$ cat src/rtl/des_cbc_sequencer.sv
// CBC-mode sequencer that feeds an external fixed-latency DES core over a valid/ready stream.
// Optional block counter built when DES_CBC_BLKCNT_EN is defined; otherwise blk_count is 0.
module des_cbc_sequencer #(
    parameter int unsigned CORE_LAT = 0
) (
    input  logic        clk,
    input  logic        rst,
    input  logic        cfg_load,
    input  logic [64:1] cfg_key,
    input  logic [64:1] cfg_iv,
    input  logic        cfg_decrypt,
    output logic        cfg_err,
    input  logic        in_valid,
    output logic        in_ready,
    input  logic [64:1] in_data,
    input  logic        in_last,
    output logic        out_valid,
    input  logic        out_ready,
    output logic [64:1] out_data,
    output logic        out_last,
    output logic [64:1] core_key,
    output logic [64:1] core_in,
    output logic        core_dec,
    input  logic [64:1] core_out,
    output logic [17:1] blk_count
);

    localparam int unsigned CntW = (CORE_LAT > 0) ? $clog2(CORE_LAT + 1) : 1;

    typedef enum logic [1:0] {StIdle, StReady, StWait, StOut} state_e;

    state_e            state_q, state_d;
    logic [CntW-1:0]   lat_q;
    logic [64:1]       key_q, iv_q, chain_q, hold_q, core_in_q, out_data_q;
    logic              dec_q, last_q, cfg_err_q;
    logic              accept, out_fire, capture, cfg_ok, cfg_bad;

    assign accept   = in_valid && in_ready;
    assign out_fire = out_valid && out_ready;
    assign capture  = (state_q == StWait) && (lat_q == '0);
    assign cfg_ok   = cfg_load && ((state_q == StIdle) || (state_q == StReady));
    assign cfg_bad  = cfg_load && ((state_q == StWait) || (state_q == StOut));

    always_ff @(posedge clk) begin
        if (rst) begin
            state_q <= StIdle;
        end else begin
            state_q <= state_d;
        end
    end

    always_comb begin
        state_d = state_q;
        unique case (state_q)
            StIdle:  if (cfg_load) state_d = StReady;
            StReady: if (accept) state_d = StWait;
            StWait:  if (lat_q == '0) state_d = StOut;
            StOut:   if (out_ready) state_d = StReady;
            default: state_d = StIdle;
        endcase
    end

    // A same-cycle cfg_load wins over an input handshake.
    always_comb begin
        in_ready  = (state_q == StReady) && !cfg_load;
        out_valid = (state_q == StOut);
    end

    always_ff @(posedge clk) begin
        if (rst) begin
            lat_q      <= '0;
            key_q      <= '0;
            iv_q       <= '0;
            chain_q    <= '0;
            hold_q     <= '0;
            core_in_q  <= '0;
            out_data_q <= '0;
            dec_q      <= 1'b0;
            last_q     <= 1'b0;
            cfg_err_q  <= 1'b0;
        end else begin
            cfg_err_q <= cfg_bad;
            if (cfg_ok) begin
                key_q   <= cfg_key;
                iv_q    <= cfg_iv;
                chain_q <= cfg_iv;
                dec_q   <= cfg_decrypt;
            end
            if (accept) begin
                core_in_q <= dec_q ? in_data : (in_data ^ chain_q);
                hold_q    <= in_data;
                last_q    <= in_last;
                lat_q     <= CntW'(CORE_LAT);
            end else if ((state_q == StWait) && (lat_q != '0)) begin
                lat_q <= lat_q - CntW'(1);
            end
            if (capture) begin
                out_data_q <= dec_q ? (core_out ^ chain_q) : core_out;
                chain_q    <= dec_q ? hold_q : core_out;
            end
            // End of message: the next block chains from the configured IV again.
            if (out_fire && last_q) begin
                chain_q <= iv_q;
            end
        end
    end

`ifdef DES_CBC_BLKCNT_EN
    logic [17:1] blk_cnt_q;

    always_ff @(posedge clk) begin
        if (rst || cfg_ok) begin
            blk_cnt_q <= '0;
        end else if (out_fire) begin
            blk_cnt_q <= last_q ? '0 : (blk_cnt_q + 17'd1);
        end
    end

    assign blk_count = blk_cnt_q;
`else
    assign blk_count = '0;
`endif

    assign cfg_err  = cfg_err_q;
    assign out_data = out_data_q;
    assign out_last = last_q;
    assign core_key = key_q;
    assign core_in  = core_in_q;
    assign core_dec = dec_q;

endmodule
$ cat config.mk
export PLATFORM = sky130hd
export DESIGN_NAME = des_cbc_sequencer
export DESIGN_NICKNAME = d
export VERILOG_FILES = /design/src/rtl/des_cbc_sequencer.sv
export SDC_FILE = /design/constraint.sdc
export NUM_CORES = 1
export LEC_CHECK = 0
export CAP_MARGIN = 20
export CORE_MARGIN = 4
export CORE_UTILIZATION = 25
export CTS_CLUSTER_SIZE = 12
export DETAILED_ROUTE_END_ITERATION = 8
export DONT_BUFFER_PORTS = 1
export GPL_TIMING_DRIVEN = 1
export SLEW_MARGIN = 20
export SYNTH_ARGS = -nofsm -noshare
export SYNTH_HDL_FRONTEND = slang
export SYNTH_SLANG_ARGS = --single-unit
$ cat constraint.sdc
create_clock -name clk -period 2.06 [get_ports clk]
set_input_delay 0.412 -clock clk [delete_from_list [all_inputs] [get_ports clk]]
set_output_delay 0.412 -clock clk [all_outputs]
set_load 0.02 [all_outputs]
==> flow_metrics.env <==
export IMPL_setup_viol=0
export IMPL_met2_usage=0.230
export IMPL_drt_iter0_markers=855
export IMPL_routedWlPerCell_um=17.7
export IMPL_power_mw=24.4
export IMPL_design_core_area_um2=67600
export IMPL_hold_ws_ps=8.22
export IMPL_syn_avg_cell_area_um2=8.19
export IMPL_setup_tns_ps=0
export IMPL_async_flop_share=0
export IMPL_gp_congestion=0.797
export IMPL_pin_count=477
export IMPL_place_area_um2=18400
export IMPL_track_usage=0.138
export IMPL_yosys_register_bits=390
export IMPL_grt_max_degree=392
export IMPL_syn_inst=2097
export IMPL_max_freq_ghz=0.505
export IMPL_dp_hpwl_mm=35.8
export IMPL_crit_path_end_kind="flop"
export IMPL_worst_setup_path_start_kind="flop"
export IMPL_clk_latency_ps=570
export IMPL_area_delta_synth_final_pct=28.5
export IMPL_dp_slack_ps=258
export IMPL_use_met1=0.172
export IMPL_seq_area_frac_synth=0.455
export IMPL_numCtsBuffers=45
export IMPL_synth_cell_type_count=34
export IMPL_crit_type="reg -> reg"
export IMPL_min_period_ps=1980
export IMPL_finClkSkew_ps=16.8
export IMPL_setup_slack_ps=81.5
export IMPL_cts_clk_slew_worst_paths_ps=60
export IMPL_start_util=0.254
export IMPL_fin_util=0.326
export IMPL_holdCritPathClass="in -> reg"
export IMPL_grt_busiest_layer="met2"
export IMPL_fin_area_um2=22100
export IMPL_layoutNonFillerInstCount=3160
export IMPL_relSlewSlack=0.524
export IMPL_crit_fanout=64
export IMPL_grt_pass1_vias=14000
export IMPL_gr_total_overflow=0
export IMPL_synthTopCellsByArea="dfxtp_1 (45%), nand2_1 (9.9%), a21oi_1 (7.5%)"
export IMPL_cts_tree="built"
export IMPL_met3_usage=0.0370
export IMPL_clock_sinks=390
export IMPL_cts_max_level=2
export IMPL_row_count=95
export IMPL_finalHoldViolCount=0
export IMPL_cp_required_ps=2550
export IMPL_clockRootBuffer="clkbuf_16"
export IMPL_arrival_ps=2470
export IMPL_final_antenna_net_count=0
export IMPL_rsz0062_at_grt="false"
export IMPL_worst_pin_slew_ps=715
export IMPL_slowest_stage="dlygate4sd3_1"
export IMPL_vias=14900
export IMPL_die_area_um2=73000
export IMPL_grt_pass1_wl_mm=82.6
export IMPL_place_inst=2865
export IMPL_yosys_warnings=0
export IMPL_ir_worst_vdd_mv=0.683
export IMPL_synth_flop_cell="dfxtp_1"
export IMPL_antenna_found_initial=1
export IMPL_netlist_area_um2=17200
export IMPL_crit_chain="ha_1 > nand3_4 > buf_12 > o21bai_1 > dlygate4sd3_1 > a31oi_1"
export IMPL_synth_top_area_cell="dfxtp_1"
export IMPL_status="finished, final reports clean"
export IMPL_synth_edf_count=0
export IMPL_slew_violations=0
export IMPL_critical_path_max_stage_delay_ps=560
export IMPL_clockBufferDepth=3
export IMPL_drt_pass1_iterations=5
export IMPL_p_leak_nw=7.58
export IMPL_io_buffer_count=0
export IMPL_vias_per_cell=4.72
export IMPL_fin_crit_sh=0.960
export IMPL_drc=0
export IMPL_nNetsFinal=2522
export IMPL_die_width_um=270
export IMPL_drt_wl_total_mm=55.8
export IMPL_power_density_nw_per_um2=1100
export IMPL_drive_gt1_frac=0.102
export IMPL_synth_top_area_frac=0.455
export IMPL_die_y_um=270
export IMPL_cap_violations=0
## cells in the mapped netlist (all sizes together) (2+ instances only)
cell type	instances
o21bai	64
xnor2	64
nor2	129
nand3	129
nand2b	3
xor2	64
nand2	452
clkbuf	78
nor2b	67
buf	122
inv	2
mux2	64
a21oi	259
a211oi	128
a31oi	64
dfxtp	390
ha	4
## layout make-up
class	count	area, um^2
fillers	6928	45600
multi-input cells	1521	8530
flip-flops and latches	390	7810
repair buffers	295	3150
clock buffers	63	1320
well taps	873	1090
clock inverters	15	168
inverters	2	7.51
diodes	1	2.50
## logic make-up after synthesis
| kind of cell | Yosys count | synth area share |
|---|---|---|
| AOI/OAI and AO/OA | 519 | 0.184 |
| and+or+nand+nor | 788 | 0.194 |
| adders and majority gates | 4 | 0.00291 |
| xor gates and xnor gates | 128 | 0.0653 |
| buffers and inverters | 202 | 0.0562 |
| other | 1 | 0.000218 |
| muxes | 65 | 0.0425 |
| DFF | 390 | 0.455 |
## cells in the final DEF, fill, tap and decap left out, types with 4 or more instances in the layout
cell type      synthesis  routed
xnor2_1               64      64
o21bai_1              64      64
clkinvlp_4             0       4
conb_1                 1      17
clkbuf_1              78       8
nand2_1              452     452
nor2b_1               67      66
clkbuf_8               0       8
clkinv_2               0       6
xor2_1                64      64
a211oi_1             128     128
nor2_1               129     129
mux2_2                64      64
dfxtp_1              390     387
clkbuf_16              0      48
nand3_1              129     128
a21oi_1              259     259
a31oi_1               64      64
buf_4                 20      54
buf_12                 0      26
dlygate4sd3_1          0     208
## worst paths after layout
| path | from | to | slack, ps | cells past startpoint |
|---|---|---|---|---|
| min | cfg_key[44] | core_key[44] | 8 | 2 |
| min reg2reg | hold_q[18] | hold_q[18] | 450 | 2 |
| max reg2reg | state_q[0] | chain_q[54] | 80 | 6 |
| max | state_q[0] | chain_q[54] | 80 | 6 |
## registers in the layout (all words and copies together), names as in the netlist, 2 cells and up
register  flops
state_q       2
hold_q       64
core_key     64
iv_q         64
out_data     64
core_in      64
chain_q      64
## power by group
part	total (mW)	internal [mW]	leakage [nW]	switching, mW
sequential	10.5	8.77	3.19	1.70
combinational	5.80	2.62	3.68	3.17
clock	8.11	4.82	0.722	3.29
total	24.4	16.2	7.58	8.16
## critical path, delay by kind of cell, from the launching register on
kind	cells	cell delay, ps
flip-flops	1	350
AO/OA/AOI/OAI	2	230
adder cells (fa/ha/maj)	1	300
buffers and inverters	2	880
AND/OR/NAND/NOR	1	120
## routing by layer
layer | wire [um] | part of all wire
met3 | 4010 | 0.072
met4 | 2060 | 0.037
met1 | 23700 | 0.42
met2 | 26100 | 0.47
met5 | 0 | 0
## what timing repair did
| action | 4_1_cts | 5_1_grt |
|---|---|---|
| hold endpoints to repair | 363 | 85 |
| gates resized for setup | 3 | 7 |
| buffers inserted | 0 | 3 |
| gates cloned | 0 | 1 |
| pin swaps | 0 | 1 |
| hold buffers | 162 | 50 |
| setup endpoints to repair | 1 | 19 |
No activity file was read; power rests on OpenSTA's default activity.
